File: src/rtl/gpio_bus_arbiter.sv
// gpio_bus_arbiter
//    Two-requester round-robin arbiter in front of a single AHB-Lite GPIO
//    slave. Only one transfer is in flight at a time: an address phase is
//    followed by a data phase, and completion is reported one cycle later
//    together with the next arbitration.
//
//    state | meaning
//    ------+-------------------------------------------------------------
//    IDLE  | no transfer; completion pulse of the previous transfer shows
//          | here; a request sampled here is granted
//    ADDR  | address phase, GNTx high for the owner, NONSEQ on the bus
//    DATA  | data phase, waiting for HREADYOUT or the wait-cycle timeout
//
// Ports
//    HCLK, HRESET               clock, synchronous active-high reset
//    REQx/WEx/ADDRx/WDATAx      requester x transfer request (x = 0, 1)
//    GNTx, DONEx                one-cycle grant / completion pulses
//    ERR, RDATA                 completion status and read data, valid with DONEx
//    HSEL/HTRANS/HWRITE/HADDR/HWDATA/HREADY   AHB-Lite master side
//    HRDATA, HREADYOUT          AHB-Lite slave response
module gpio_bus_arbiter #(
   parameter int unsigned TIMEOUT = 16
) (
   input  logic        HCLK,
   input  logic        HRESET,
   input  logic        REQ0,
   input  logic        REQ1,
   input  logic        WE0,
   input  logic        WE1,
   input  logic [31:0] ADDR0,
   input  logic [31:0] ADDR1,
   input  logic [31:0] WDATA0,
   input  logic [31:0] WDATA1,
   output logic        GNT0,
   output logic        GNT1,
   output logic        DONE0,
   output logic        DONE1,
   output logic        ERR,
   output logic [31:0] RDATA,
   output logic        HSEL,
   output logic        HWRITE,
   output logic [1:0]  HTRANS,
   output logic [31:0] HADDR,
   output logic [31:0] HWDATA,
   output logic        HREADY,
   input  logic [31:0] HRDATA,
   input  logic        HREADYOUT
);

   localparam logic [7:0] TIMEOUT_CNT = 8'(TIMEOUT);
   localparam logic [1:0] HTRANS_IDLE   = 2'b00;
   localparam logic [1:0] HTRANS_NONSEQ = 2'b10;

   typedef enum logic [1:0] {
      ST_IDLE = 2'd0,
      ST_ADDR = 2'd1,
      ST_DATA = 2'd2
   } state_t;

   state_t      state;
   state_t      state_nxt;

   logic        req_any;
   logic        winner;
   logic        last_gnt;
   logic        owner;
   logic        we_q;
   logic [31:0] addr_q;
   logic [31:0] wdata_q;
   logic [7:0]  wait_cnt;
   logic        gnt0_q;
   logic        gnt1_q;
   logic        done0_q;
   logic        done1_q;
   logic        err_q;
   logic [31:0] rdata_q;
   logic        timed_out;

   assign req_any   = REQ0 | REQ1;
   // On a tie the requester not granted last time wins; otherwise the lone
   // requester wins (REQ1 alone selects 1, REQ0 alone selects 0).
   assign winner    = (REQ0 & REQ1) ? ~last_gnt : REQ1;
   assign timed_out = !HREADYOUT && (wait_cnt == TIMEOUT_CNT);

   // state register
   always_ff @(posedge HCLK) begin
      if (HRESET) begin
         state <= ST_IDLE;
      end else begin
         state <= state_nxt;
      end
   end

   // next-state logic
   always_comb begin
      state_nxt = state;
      case (state)
         ST_IDLE: begin
            if (req_any) begin
               state_nxt = ST_ADDR;
            end
         end
         ST_ADDR: begin
            state_nxt = ST_DATA;
         end
         ST_DATA: begin
            if (HREADYOUT || timed_out) begin
               state_nxt = ST_IDLE;
            end
         end
         default: begin
            state_nxt = ST_IDLE;
         end
      endcase
   end

   // output logic
   always_comb begin
      HSEL   = 1'b0;
      HTRANS = HTRANS_IDLE;
      HWDATA = 32'h0;
      case (state)
         ST_ADDR: begin
            HSEL   = 1'b1;
            HTRANS = HTRANS_NONSEQ;
         end
         ST_DATA: begin
            HWDATA = we_q ? wdata_q : 32'h0;
         end
         default: begin
            HSEL = 1'b0;
         end
      endcase
   end

   assign HADDR  = addr_q;
   assign HWRITE = we_q;
   assign HREADY = HREADYOUT;
   assign GNT0   = gnt0_q;
   assign GNT1   = gnt1_q;
   assign DONE0  = done0_q;
   assign DONE1  = done1_q;
   assign ERR    = err_q;
   assign RDATA  = rdata_q;

   // Transfer datapath: request latch, wait counter, grant/completion pulses.
   // The fairness pointer moves on grant so a timed-out transfer still counts
   // as that requester's turn.
   always_ff @(posedge HCLK) begin
      if (HRESET) begin
         last_gnt <= 1'b1;
         owner    <= 1'b0;
         we_q     <= 1'b0;
         addr_q   <= 32'h0;
         wdata_q  <= 32'h0;
         wait_cnt <= 8'd0;
         gnt0_q   <= 1'b0;
         gnt1_q   <= 1'b0;
         done0_q  <= 1'b0;
         done1_q  <= 1'b0;
         err_q    <= 1'b0;
         rdata_q  <= 32'h0;
      end else begin
         gnt0_q  <= 1'b0;
         gnt1_q  <= 1'b0;
         done0_q <= 1'b0;
         done1_q <= 1'b0;
         err_q   <= 1'b0;

         case (state)
            ST_IDLE: begin
               if (req_any) begin
                  owner    <= winner;
                  last_gnt <= winner;
                  we_q     <= winner ? WE1    : WE0;
                  addr_q   <= winner ? ADDR1  : ADDR0;
                  wdata_q  <= winner ? WDATA1 : WDATA0;
                  gnt0_q   <= ~winner;
                  gnt1_q   <= winner;
               end
            end
            ST_ADDR: begin
               wait_cnt <= 8'd1;
            end
            ST_DATA: begin
               if (HREADYOUT) begin
                  done0_q  <= ~owner;
                  done1_q  <= owner;
                  wait_cnt <= 8'd0;
                  if (!we_q) begin
                     rdata_q <= HRDATA;
                  end
               end else if (timed_out) begin
                  done0_q  <= ~owner;
                  done1_q  <= owner;
                  err_q    <= 1'b1;
                  rdata_q  <= 32'h0;
                  wait_cnt <= 8'd0;
               end else begin
                  wait_cnt <= wait_cnt + 8'd1;
               end
            end
            default: begin
               wait_cnt <= 8'd0;
            end
         endcase
      end
   end

endmodule

File: config.mk
export PLATFORM = sky130hd
export DESIGN_NAME = gpio_bus_arbiter
export DESIGN_NICKNAME = d
export VERILOG_FILES = /design/src/rtl/gpio_bus_arbiter.sv
export SDC_FILE = /design/constraint.sdc
export NUM_CORES = 1
export LEC_CHECK = 0
export CAP_MARGIN = 25
export CORE_UTILIZATION = 36
export CTS_CLUSTER_DIAMETER = 120
export DETAILED_ROUTE_END_ITERATION = 6
export PLACE_DENSITY = 0.78
export SETUP_SLACK_MARGIN = 0.05
export SYNTH_ARGS = -nofsm -noshare
export SYNTH_HDL_FRONTEND = slang
export SYNTH_SLANG_ARGS = --single-unit
File: constraint.sdc
create_clock -name HCLK -period 1.45 [get_ports HCLK]
set_clock_uncertainty 0.05 [all_clocks]
set_input_delay 0.29 -clock HCLK [delete_from_list [all_inputs] [get_ports HCLK]]
set_output_delay 0.29 -clock HCLK [all_outputs]
set_load 0.1 [all_outputs]
=== Word level (Yosys, flattened, before mapping) ===
Cells that the tools add are included.
W data, S select, Z words.

* Mux-type cells: 22
* Eq/ne operators: 6
* Reduce and logical (&&, ||, !) cells: 11
* Add/sub/neg operators: 1
* Bitwise operators: 8

{| class="wikitable"
|+ Operator list
! kind !! number
|-
| $mux W32 || 7
|-
| $pmux W8 S3 || 1
|-
| $mux W8 || 2
|-
| $add A8 B1 Y8 const B || 1
|-
| $eq A8 B5 Y1 const B || 1
|-
| $mux W1 || 8
|-
| $mux W2 || 3
|-
| $ne A2 B2 Y1 const B || 3
|-
| $not A1 Y1 || 6
|-
| $pmux W2 S3 || 1
|-
| $reduce_or A3 Y1 || 2
|-
| $reduce_and A2 Y1 || 2
|-
| $reduce_and A3 Y1 || 1
|-
| $eq A2 B1 Y1 const B || 1
|-
| $eq A2 B2 Y1 const B || 1
|-
| $logic_not A2 Y1 || 1
|-
| $reduce_bool A2 Y1 || 1
|-
| $reduce_or A2 Y1 || 1
|-
| $and A1 B1 Y1 || 1
|-
| $logic_and A1 B1 Y1 || 1
|-
| $logic_not A1 Y1 || 1
|-
| $logic_or A1 B1 Y1 || 1
|-
| $or A1 B1 Y1 || 1
|}

* Register bits: 114
* Bits of input ports: 167
* Logic and storage cells: 61
* Output and inout bits: 106

=== Depth between registers and ports, before layout ===
Gate-level depths: netlist (run 1).

* Depth in word-level cells: 5
* Depth in mapped cells: 8
* Depth with buffers taken out: 6

=== Worst setup path after synthesis (run 1) ===
OpenSTA, ideal clock, no wires.

* Path kind: register -> output
* Start point: register we_q, in the netlist HWRITE
* End point: output HWDATA[12]
* Path buffers: 1
* Required time: 1.110 ns
* Arrival time: 2.121 ns
* Stages on the path, launching flop included: 3
* Setup slack: -1.011 ns
* Cell sequence: dfxtp_1 > clkbuf_1 > and3_1

* Cells in the longest elaborated chain, start to end: 2

{| class="wikitable"
|+ Ends and longest elaborated chain
! item !! RTL line !! RTL
|-
| from (decl) || 67 || <nowiki>logic we_q;</nowiki>
|-
| from (signal assigned) || 175 || <nowiki>we_q <= winner ? WE1 : WE0;</nowiki>
|-
| $mux W32 || 128 || <nowiki>HWDATA = we_q ? wdata_q : 32'h0;</nowiki>
|-
| $mux W32 || 122 || <nowiki>case (state)</nowiki>
|-
| to (decl) || 44 || <nowiki>output logic [31:0] HWDATA,</nowiki>
|}

Every way passes these cells.

=== Worst setup path after layout (run 1) ===
* Start point: register state[0]
* End point: register rdata_q[29], in the netlist RDATA[29]

* Cells in the longest elaborated chain, start to end: 2

{| class="wikitable"
|+ Ends and longest elaborated chain
! item !! RTL line !! RTL
|-
| from (decl) || 60 || <nowiki>state_t state;</nowiki>
|-
| from (signal assigned) || 90 || <nowiki>state <= state_nxt;</nowiki>
|-
| $eq A2 B2 Y1 || 170 || <nowiki>case (state)</nowiki>
|-
| $reduce_and A3 Y1 (no source line) || -- ||
|-
| to (signal assigned) || 162 || <nowiki>rdata_q <= 32'h0;</nowiki>
|-
| to (signal assigned) || 191 || <nowiki>rdata_q <= HRDATA;</nowiki>
|-
| to (signal assigned) || 197 || <nowiki>rdata_q <= 32'h0;</nowiki>
|-
| to (decl) || 76 || <nowiki>logic [31:0] rdata_q;</nowiki>
|}

Every way passes these cells.
A chain may end at the register's enable or synchronous reset.

==> load_flow_metrics.sql, run 1 <==
INSERT INTO impl_metrics (metric_group, metric, value, unit) VALUES
('min_path', 'hold_depth', '2', ''),
('power_and_ir_drop', 'power.density_cell_area', '1170', 'nW/µm²'),
('logic_synthesis', 'synth_top_family_by_area', 'compound AO/OA/AOI/OAI gates', ''),
('placement', 'pre_cts_slack', '-0.542', 'ns'),
('setup_path', 'critPathCaptureType', 'flop', ''),
('cts', 'clkTransAtPathRegs', '0.05', 'ns'),
('logic_synthesis', 'post_synth_xor_area_fraction', '1.04', '%'),
('logic_synthesis', 'synth_commonest_cells', 'sky130_fd_sc_hd__dfxtp_1, sky130_fd_sc_hd__nor2_1, sky130_fd_sc_hd__a211oi_1, sky130_fd_sc_hd__mux2i_1', ''),
('logic_synthesis', 'post_synth_simple_gate_area', '15.1', '%'),
('grt', 'globalRoute.totalOverflow', '0', ''),
('layout', 'antennaDiodeCount', '0', ''),
('grt', 'groute.usage.overall', '29.5', '%'),
('run_status', 'violations', 'negative setup slack', ''),
('cts', 'cts_tree', 'yes', ''),
('timing', 'timing.final.setup_violations', '148', ''),
('logic_synthesis', 'synth_top_area_cell', 'sky130_fd_sc_hd__dfxtp_1', ''),
('run_status', 'outcome', 'finished, violations left', ''),
('layout', 'synthToLayoutAreaGrowth', '134', '%'),
('timing', 'maxSlewViolCount', '0', ''),
('timing', 'postLayoutSetupSlackWorst', '-0.472', 'ns'),
('logic_synthesis', 'synth.mux.area_fraction', '13.0', '%'),
('logic_synthesis', 'post_synthesis_adder_cell_area_fraction', '1.23', '%'),
('setup_path', 'reg2regPathDepth', '13', ''),
('timing', 'period_utilisation_layout', '133', '%'),
('die', 'die_footprint', '14600', 'µm²'),
('cts', 'clk_root_buf', 'sky130_fd_sc_hd__clkbuf_16', ''),
('cts', 'clock_insertion_delay_worst_skew', '0.42', 'ns'),
('timing', 'achievable-frequency', '520', 'MHz'),
('grt', 'grt_start_max_net_pins', '55', ''),
('logic_synthesis', 'postSynth.topFlopCell', 'sky130_fd_sc_hd__dfxtp_1', ''),
('placement', 'io_buffers', '271', ''),
('layout', 'fin_util', '85.7', '%'),
('placement', 'global_placer_s_final_weighted_congestion', '0.863', ''),
('setup_path', 'crit_fanout', '8', ''),
('setup_path', 'timing.critical_path.required', '1.74', 'ns'),
('timing', 'finalSetupTns', '-46.63', 'ns'),
('timing', 'finalHoldViolations', '0', ''),
('cts', 'clock_sinks', '114', ''),
('logic_synthesis', 'syn-num-nets', '735', ''),
('die', 'initial_util', '36.7', '%'),
('cts', 'cts_buffer_depth', '2', ''),
('die', 'die_height', '121', 'µm'),
('grt', 'first_global_vias', '6248', ''),
('cts', 'cts-buffers-inserted', '17', ''),
('power_and_ir_drop', 'cellLeakagePower', '4.51', 'nW'),
('drt', 'antenna_left', '0', ''),
('logic_synthesis', 'synth_compound_area_share', '18.4', '%'),
('layout', 'fillCellCount', '617', ''),
('power_and_ir_drop', 'irDropWorstVdd', '0.878', 'mV'),
('die', 'design.core.area', '13800', 'µm²'),
('logic_synthesis', 'yosys-top-cells-area', 'sky130_fd_sc_hd__dfxtp_1, sky130_fd_sc_hd__mux2i_1, sky130_fd_sc_hd__a211oi_1', ''),
('logic_synthesis', 'cells_after_synthesis', '563', ''),
('drt', 'drt-initial-drc-count', '292', ''),
('die', 'chipWidth', '121', 'µm'),
('logic_synthesis', 'count_leader_synth', 'sky130_fd_sc_hd__dfxtp_1', ''),
('layout', 'finalNetCount', '1073', ''),
('die', 'io_pins', '273', ''),
('grt', 'antenna_found_initial', '0', ''),
('drt', 'drt_pre_antenna_iters', '4', ''),
('timing', 'rsz0062_at_grt', 'true', ''),
('run', 'cap_viol_max_count', '0', ''),
('placement', 'dp_hpwl', '12.6', 'mm'),
('drt', 'post_drt_wl_per_cell', '21.4', 'µm'),
('cts', 'cts_max_level', '4', ''),
('setup_path', 'critical_path_arrival', '2.21', 'ns'),
('logic_synthesis', 'post_synthesis_sequential_area_ratio', '45.0', '%'),
('setup_path', 'critical_path.startpoint_type', 'flop', ''),
('logic_synthesis', 'synth.yosys.warnings', '0', ''),
('min_path', 'holdCritPathClass', 'primary input to flop', ''),
('timing', 'min_period', '1.92', 'ns'),
('logic_synthesis', 'synth_edf_count', '0', '');
-- cell usage in the layout (no fill, tap or decap), types with 4 or more instances in the layout --
| cell type | count |
|---|---|
| sky130_fd_sc_hd__clkdlybuf4s50_1 | 163 |
| sky130_fd_sc_hd__buf_12 | 125 |
| sky130_fd_sc_hd__dfxtp_1 | 107 |
| sky130_fd_sc_hd__mux2i_1 | 63 |
| sky130_fd_sc_hd__a211oi_2 | 54 |
| sky130_fd_sc_hd__buf_4 | 39 |
| sky130_fd_sc_hd__nor2_2 | 38 |
| sky130_fd_sc_hd__and3_4 | 34 |
| sky130_fd_sc_hd__nor2_1 | 33 |
| sky130_fd_sc_hd__o21ai_1 | 29 |
| sky130_fd_sc_hd__nand2_1 | 25 |
| sky130_fd_sc_hd__a21oi_2 | 21 |
| sky130_fd_sc_hd__clkbuf_16 | 18 |
| sky130_fd_sc_hd__buf_6 | 18 |
| sky130_fd_sc_hd__buf_16 | 15 |
| sky130_fd_sc_hd__a21oi_1 | 14 |
| sky130_fd_sc_hd__nand2_2 | 13 |
| sky130_fd_sc_hd__a211oi_1 | 6 |
| sky130_fd_sc_hd__a211oi_4 | 6 |
| sky130_fd_sc_hd__buf_8 | 6 |
| sky130_fd_sc_hd__dfxtp_2 | 5 |
| sky130_fd_sc_hd__clkinv_2 | 5 |
| sky130_fd_sc_hd__nor2_4 | 4 |
| sky130_fd_sc_hd__xnor2_1 | 4 |
| sky130_fd_sc_hd__nor3_2 | 4 |
| sky130_fd_sc_hd__ha_4 | 4 |
| sky130_fd_sc_hd__clkbuf_8 | 4 |
-- through the flow --
stage | hold WS [ns] | power, W | instances | cell area [µm²]
floorplan | 0.318 | 0.00622 | 563 | 5380
global placement | 0.413 | 0.00782 | 1007 | 9490
detailed placement | 0.431 | 0.00792 | 1007 | 9490
CTS | 0.0940 | 0.0135 | 1089 | 11500
global route | 0.130 | 0.0143 | 1094 | 11900
finish | 0.137 | 0.0139 | 1094 | 11900
-- final cells by class --
type / instances / area (µm²) / area share (%)
Inverter: 9 / 41.3 / 0.348
Tap cell: 180 / 225 / 1.90
Sequential cell: 114 / 2300 / 19.4
Timing Repair Buffer: 371 / 5240 / 44.2
Clock inverter: 10 / 130 / 1.10
Clock buffer: 22 / 484 / 4.08
Multi-Input combinational cell: 388 / 3430 / 29.0
-- metal layers --
layer / vias up / track usage [%] / part of all wire [%]
met4: 0 / 12.6 / 2.9
met2: 321 / 55.7 / 54
li1: 2680 / - / -
met3: 57 / 7.97 / 7.3
met5: - / 0 / 0
met1: 2909 / 30.4 / 36
-- logic make-up (layout without fill, tap and decap cells) --
| family | count (synthesis) | count (layout) |
|---|---|---|
| buffers and inverters | 61 | 412 |
| multiplexers | 66 | 66 |
| AO/OA/AOI/OAI | 145 | 145 |
| XOR/XNOR | 6 | 6 |
| AND/OR/NAND/NOR | 165 | 165 |
| flip-flops | 114 | 114 |
| other | 1 | 1 |
| adder cells (fa/ha/maj) | 5 | 5 |
-- state kept, by name, indices dropped and copies added (netlist names) --
signal	count
HADDR	32
RDATA	32
wdata_q	32
wait_cnt	8
state	2
DONE0	1
DONE1	1
ERR	1
GNT0	1
GNT1	1
HWRITE	1
last_gnt	1
owner	1
-- path summary, 6_finish.rpt --
path	startpoint	end	slack, ns
min reg2reg	wdata_q[14]$_SDFFE_PP0P_	wdata_q[14]$_SDFFE_PP0P_	0.45
min	HRESET	wdata_q[8]$_SDFFE_PP0P_	0.14
max reg2reg	state[0]$_SDFFE_PP0P_	RDATA[29]$_SDFFE_PP0P_	-0.47
max	state[0]$_SDFFE_PP0P_	RDATA[29]$_SDFFE_PP0P_	-0.47
-- where the power goes --
| group | leakage [nW] | internal [W] | switching (W) |
|---|---|---|---|
| Clock | 0.302 | 0.00287 | 0.00148 |
| Sequential | 0.940 | 0.00347 | 0.000346 |
| Combinational | 3.27 | 0.00266 | 0.00310 |
| Total | 4.51 | 0.00899 | 0.00493 |
-- repair_timing --
action	in CTS	in global routing
cloned	20	1
buffers inserted	30	12
pin swaps	47	78
hold buffers	0	0
endpoints found under the setup margin	148	149
resized for setup	124	125
-- critical path: stages (launching register included) --
cell and delay [ns]:
sky130_fd_sc_hd__dfxtp_2 0.33, sky130_fd_sc_hd__inv_2 0.08, sky130_fd_sc_hd__ha_4 0.18, sky130_fd_sc_hd__buf_4 0.13, sky130_fd_sc_hd__buf_6 0.08, sky130_fd_sc_hd__buf_6 0.08
sky130_fd_sc_hd__buf_6 0.09, sky130_fd_sc_hd__inv_4 0.04, sky130_fd_sc_hd__nor3_4 0.20, sky130_fd_sc_hd__buf_6 0.15, sky130_fd_sc_hd__buf_12 0.10, sky130_fd_sc_hd__buf_16 0.12
sky130_fd_sc_hd__nand2_2 0.06, sky130_fd_sc_hd__a21oi_2 0.15
Note: power is estimated with default switching activity, not from simulation.
==> inputs of run 2 (changes only) <==
CORE_ASPECT_RATIO = 0.7   (was default)
HOLD_SLACK_MARGIN = 0.03   (was default)
==> load_flow_metrics.sql, run 2 (same netlist as run 1, synthesis figures left out) <==
INSERT INTO impl_metrics (metric_group, metric, value, unit) VALUES
('placement', 'global_placer_s_final_weighted_congestion', '0.810', ''),
('die', 'die_height', '101', 'µm'),
('run_status', 'outcome', 'finished, violations left', ''),
('cts', 'number_of_buffers_inserted_by_hold_repair_at_cts', '0', ''),
('timing', 'min_period', '1.88', 'ns'),
('timing', 'finalSetupTns', '-39.35', 'ns'),
('layout', 'final_common_cell', 'sky130_fd_sc_hd__clkdlybuf4s50_1', ''),
('cts', 'cts_max_level', '4', ''),
('layout', 'synthToLayoutAreaGrowth', '130', '%'),
('cts', 'clock_sinks', '114', ''),
('layout', 'antennaDiodeCount', '0', ''),
('timing', 'timing.final.setup_violations', '143', ''),
('setup_path', 'critPathCaptureType', 'output port', ''),
('die', 'chipWidth', '144', 'µm'),
('min_path', 'holdCritPathClass', 'primary input to flop', ''),
('power_and_ir_drop', 'power.clock.fraction', '30.9', '%'),
('power_and_ir_drop', 'power.density_cell_area', '1200', 'nW/µm²'),
('grt', 'groute.usage.overall', '31.0', '%'),
('setup_path', 'timing.critical_path.required', '1.11', 'ns'),
('grt', 'grt_start_max_net_pins', '57', ''),
('cts', 'clkTransAtPathRegs', '0.06', 'ns'),
('power_and_ir_drop', 'p_total', '0.0140', 'W'),
('grt', 'first_global_vias', '6241', ''),
('layout', 'multiInputGateArea', '3220', 'µm²'),
('run_status', 'violations', 'negative setup slack', ''),
('layout', 'fillCellCount', '577', ''),
('timing', 'finalHoldViolations', '0', ''),
('placement', 'dp_hpwl', '12.8', 'mm'),
('timing', 'maxSlewViolCount', '0', ''),
('cts', 'clk_root_buf', 'sky130_fd_sc_hd__clkbuf_16', ''),
('timing', 'achievable-frequency', '531', 'MHz'),
('timing', 'period_utilisation_layout', '130', '%'),
('drt', 'routed-via-count', '6078', ''),
('setup_path', 'critical_path_arrival', '1.54', 'ns'),
('drt', 'dr_drc_count', '0', ''),
('grt', 'antenna_found_initial', '0', ''),
('cts', 'cts_tree', 'yes', ''),
('timing', 'postLayoutSetupSlackWorst', '-0.432', 'ns'),
('drt', 'drt_pre_antenna_iters', '5', ''),
('power_and_ir_drop', 'cellLeakagePower', '4.48', 'nW'),
('die', 'io_pins', '273', ''),
('drt', 'detail_route.vias_per_cell', '5.58', ''),
('drt', 'post_drt_wl_per_cell', '23.2', 'µm'),
('cts', 'clock_insertion_delay_worst_skew', '0.40', 'ns'),
('power_and_ir_drop', 'irDropWorstVdd', '1.08', 'mV'),
('cts', 'cts-buffers-inserted', '17', ''),
('layout', 'post_route_cells_drive_above_1_share', '41.7', '%'),
('grt', 'globalRoute.totalOverflow', '0', ''),
('power_and_ir_drop', 'switching_part_of_the_total', '36.0', '%'),
('die', 'initial_util', '37.7', '%'),
('power_and_ir_drop', 'power_report.internal_total', '0.00895', 'W'),
('power_and_ir_drop', 'pwr-share-seq', '27.4', '%'),
('layout', 'most-common-layout-cells', 'sky130_fd_sc_hd__clkdlybuf4s50_1, sky130_fd_sc_hd__buf_12, sky130_fd_sc_hd__dfxtp_1, sky130_fd_sc_hd__nor2_1, sky130_fd_sc_hd__mux2i_1', ''),
('setup_path', 'crit_fanout', '21', ''),
('power_and_ir_drop', 'p_comb_share', '41.8', '%'),
('drt', 'drt-initial-drc-count', '360', ''),
('layout', 'finalNetCount', '1065', ''),
('cts', 'cts_buffer_depth', '2', ''),
('die', 'floorplan_row_count', '35', ''),
('placement', 'io_buffers', '271', ''),
('setup_path', 'critical_path.startpoint_type', 'flop', ''),
('power_and_ir_drop', 'power_switching', '0.00504', 'W'),
('drt', 'routed_wirelength', '25.3', 'mm'),
('setup_path', 'crit_type', 'flop to output port', ''),
('run', 'cap_viol_max_count', '0', ''),
('timing', 'rsz0062_at_grt', 'true', ''),
('drt', 'antenna_left', '0', ''),
('layout', 'regArea', '2290', 'µm²'),
('grt', 'wire_length_of_the_first_global_routing_pass', '33.8', 'mm'),
('die', 'die_footprint', '14600', 'µm²'),
('die', 'design.core.area', '13400', 'µm²');
run 2: cell types whose count changed in the layout (fill, tap and decap cells not counted), moves of 5 or more:
cell	delta
sky130_fd_sc_hd__nor2_1	+29
sky130_fd_sc_hd__nor2_2	-26
sky130_fd_sc_hd__nand2_1	+13
sky130_fd_sc_hd__nand2_2	-13
sky130_fd_sc_hd__buf_4	-12
sky130_fd_sc_hd__a211oi_2	-11
sky130_fd_sc_hd__a211oi_1	+9
sky130_fd_sc_hd__buf_16	+6
sky130_fd_sc_hd__buf_12	-5
run 2: power by group through the flow:
| stage | registers [W] | logic [W] | clock network, W |
|---|---|---|---|
| after global routing | 0.00385 | 0.00600 | 0.00449 |
| after floorplan | 0.00491 | 0.00131 | 0 |
| final | 0.00383 | 0.00585 | 0.00432 |
| after detailed placement | 0.00382 | 0.00408 | 0 |
| after CTS | 0.00377 | 0.00531 | 0.00424 |
| after global placement | 0.00380 | 0.00400 | 0 |
run 2: worst paths after layout:
check,from,end,slack (ns),cells after the start
setup / recovery,state[0]$_SDFFE_PP0P_,HWDATA[29],-0.43,5
hold / removal,HRESET,last_gnt$_SDFFE_PP1P_,0.25,3
setup reg to reg,state[0]$_SDFFE_PP0P_,HADDR[25]$_SDFFE_PP0P_,-0.40,10
hold reg to reg,owner$_SDFFE_PP0P_,DONE0$_SDFF_PP0_,0.41,1
run 2: through the flow:
| stage | hold slack (ns) | std cells | worst slack, ns | cell area (µm²) | utilization, % |
|---|---|---|---|---|---|
| 2_1_floorplan | 0.318 | 563 | -0.0576 | 5380 | - |
| 3_5_place_dp | 0.388 | 1004 | -0.537 | 9420 | 70.1 |
| 4_1_cts | 0.222 | 1082 | -0.417 | 11300 | 84.0 |
| 3_3_place_gp | 0.394 | 1004 | -0.463 | 9420 | 70.1 |
| 5_1_grt | 0.271 | 1090 | -0.470 | 11700 | 87.0 |
| 6_report | 0.251 | 1090 | -0.432 | 11700 | 87.0 |
run 2: timing repair:
item,4_1_cts,5_1_grt
pin swaps,44,25
gates cloned,23,3
setup endpoints to repair,145,149
resized for setup,105,66
setup buffers,25,5
run 2: routing by layer:
layer | vias up | track usage (%) | routed length (µm)
met5 | - | 0 | 0
met4 | 0 | 16.3 | 1150
met3 | 90 | 7.19 | 1900
met2 | 358 | 58.3 | 13100
met1 | 2969 | 32.3 | 9110
li1 | 2661 | - | -
run 2: cell type report:
type,count,share of cell area (%)
well taps,185,1.98
flip-flops and latches,114,19.6
multi-input cells,388,27.5
repair buffers,363,45.5
inverters,9,0.353
clock inverters,10,1.13
clock buffers,21,3.94
run 2: critical path, cell delays in order, from the launching register on:
cell	delay, ns
sky130_fd_sc_hd__dfxtp_2	0.34
sky130_fd_sc_hd__inv_4	0.06
sky130_fd_sc_hd__ha_4	0.17
sky130_fd_sc_hd__buf_12	0.17
sky130_fd_sc_hd__and3_4	0.21
sky130_fd_sc_hd__buf_12	0.17
==> inputs of run 3 (changes only) <==
CORE_UTILIZATION = 39   (was 36)
PLACE_DENSITY = 0.8   (was 0.78)
clock period = 2 ns   (was 1.45 ns; I/O delays follow)
==> load_flow_metrics.sql, run 3 (same netlist as run 1, synthesis figures left out) <==
INSERT INTO impl_metrics (metric_group, metric, value, unit) VALUES
('run_status', 'outcome', 'finished, violations left', ''),
('run_status', 'violations', 'design-rule violations', ''),
('cts', 'cts_buffer_depth', '2', ''),
('drt', 'dr_drc_count', '24', ''),
('cts', 'cts_tree', 'yes', ''),
('cts', 'clk_root_buf', 'sky130_fd_sc_hd__clkbuf_16', ''),
('drt', 'routed_wirelength', '16.1', 'mm'),
('timing', 'min_period', '1.98', 'ns'),
('layout', 'stdcell_area', '9060', 'µm²'),
('grt', 'groute.usage.overall', '23.8', '%'),
('die', 'initial_util', '40.4', '%'),
('grt', 'grt_start_max_net_pins', '65', ''),
('setup_path', 'crit_fanout', '13', ''),
('timing', 'fin_worst_hold_slack', '0.286', 'ns'),
('timing', 'achievable-frequency', '506', 'MHz'),
('cts', 'clock_insertion_delay_worst_skew', '0.40', 'ns'),
('placement', 'global_placer_s_final_weighted_congestion', '0.831', ''),
('placement', 'place_area', '8280', 'µm²'),
('layout', 'synthToLayoutAreaGrowth', '78.6', '%'),
('min_path', 'holdCritPathClass', 'primary input to flop', ''),
('setup_path', 'critical_path_arrival', '1.53', 'ns'),
('drt', 'detail_route.vias_per_cell', '5.14', ''),
('power_and_ir_drop', 'irDropWorstVdd', '0.593', 'mV'),
('grt', 'wire_length_of_the_first_global_routing_pass', '25.3', 'mm'),
('power_and_ir_drop', 'p_total', '0.00822', 'W'),
('layout', 'antennaDiodeCount', '0', ''),
('setup_path', 'critical_path.startpoint_type', 'flop', ''),
('drt', 'post_drt_wl_per_cell', '16.0', 'µm'),
('cts', 'cts-buffers-inserted', '17', ''),
('layout', 'post_route_cells_drive_above_1_share', '25.2', '%'),
('grt', 'first_global_vias', '5131', ''),
('setup_path', 'crit_slowest_cell', 'sky130_fd_sc_hd__dfxtp_2', ''),
('setup_path', 'crit_path_cell_trace', 'inv_2 > ha_4 > buf_8 > and3_2 > buf_12', ''),
('die', 'chipWidth', '138', 'µm'),
('run', 'cap_viol_max_count', '0', ''),
('layout', 'finalNetCount', '1007', ''),
('timing', 'finalHoldViolations', '0', ''),
('cts', 'clock_sinks', '114', ''),
('layout', 'most-common-layout-cells', 'sky130_fd_sc_hd__clkdlybuf4s50_1, sky130_fd_sc_hd__dfxtp_1, sky130_fd_sc_hd__buf_4, sky130_fd_sc_hd__nor2_1', ''),
('timing', 'timing.slew.headroom', '54.2', '%'),
('die', 'floorplan_row_count', '34', ''),
('cts', 'cts_max_level', '4', ''),
('power_and_ir_drop', 'cellLeakagePower', '3.63', 'nW'),
('die', 'design.core.area', '12500', 'µm²'),
('power_and_ir_drop', 'power.density_cell_area', '907', 'nW/µm²'),
('setup_path', 'crit_type', 'flop to output port', ''),
('layout', 'multiInputGateArea', '2670', 'µm²'),
('setup_path', 'max_stage_delay', '0.32', 'ns'),
('timing', 'period_utilisation_layout', '98.9', '%'),
('die', 'die_height', '97.4', 'µm'),
('grt', 'globalRoute.totalOverflow', '0', ''),
('timing', 'worst_slew_pin_slew', '0.683', 'ns'),
('layout', 'regArea', '2290', 'µm²'),
('layout', 'fin_util', '72.2', '%'),
('placement', 'io_buffers', '271', ''),
('drt', 'drt_pre_antenna_iters', '6', ''),
('grt', 'antenna_found_initial', '0', ''),
('drt', 'drt-initial-drc-count', '230', ''),
('placement', 'placed_cells', '972', ''),
('layout', 'final_common_cell', 'sky130_fd_sc_hd__clkdlybuf4s50_1', ''),
('layout', 'fillCellCount', '869', ''),
('timing', 'rsz0062_at_grt', 'true', ''),
('timing', 'timing.final.setup_violations', '0', ''),
('die', 'io_pins', '273', ''),
('setup_path', 'timing.critical_path.required', '1.55', 'ns'),
('die', 'die_footprint', '13500', 'µm²'),
('cts', 'clkTransAtPathRegs', '0.06', 'ns'),
('drt', 'routed-via-count', '5191', ''),
('placement', 'dp_hpwl', '11.7', 'mm'),
('cts', 'number_of_buffers_inserted_by_hold_repair_at_cts', '0', ''),
('timing', 'maxSlewViolCount', '0', ''),
('layout', 'fin_cells', '1010', ''),
('drt', 'antenna_left', '0', ''),
('setup_path', 'critPathCaptureType', 'output port', '');
-- run 3: worst paths after layout --
path | slack [ns] | depth (start not counted) | startpoint | endpoint
setup / recovery | 0.02 | 5 | state[0]$_SDFFE_PP0P_ | HWDATA[7]
hold / removal | 0.29 | 3 | HRESET | last_gnt$_SDFFE_PP1P_
setup reg to reg | 0.15 | 4 | wait_cnt[2]$_SDFFE_PP0N_ | wait_cnt[5]$_SDFFE_PP0N_
hold reg to reg | 0.43 | 2 | RDATA[1]$_SDFFE_PP0P_ | RDATA[1]$_SDFFE_PP0P_
-- run 3: final cells by class --
class                      instances  area share (%)
tap                              162            2.24
multi-input combinational        389            29.4
clock inverter                    10            1.20
sequential                       114            25.3
clock buffer                      22            5.12
timing repair buffer             304            36.4
inverter                           9           0.373
-- run 3: through the flow --
stage / TNS (ns) / setup WS (ns)
floorplan: 0 / 0.0649
global placement: -1.06 / -0.0597
detailed placement: -5.45 / -0.217
CTS: 0 / 0.000557
global route: -0.520 / -0.0340
finish: 0 / 0.0220
-- run 3: worst max-delay path: cells and delay by family, from the launching register on --
kind / cells / cell delay, ns
flip-flops: 1 / 0.32
adder cells (fa/ha/maj): 1 / 0.18
AND/OR/NAND/NOR: 1 / 0.21
buffers and inverters: 3 / 0.41
-- run 3: what timing repair did --
item                                    in CTS  in global routing
gates cloned                                 2                  0
pin swaps                                    1                 12
gates resized for setup                     18                 22
endpoints found under the setup margin      57                 82
setup buffers                                1                  3
-- run 3: power breakdown --
part / leakage, nW / switching, W / total, W / internal (W)
Clock: 0.280 / 0.00103 / 0.00292 / 0.00189
Sequential: 0.938 / 0.000141 / 0.00266 / 0.00251
Combinational: 2.41 / 0.00172 / 0.00264 / 0.000928
-- run 3: routing by layer --
metal	vias to the layer above	GRT usage, %	part of all wire [%]
li1	2555	-	-
met1	2426	26.4	41
met2	187	42.1	50
met3	23	7.39	6.9
met4	0	10.0	1.7
met5	-	0	0
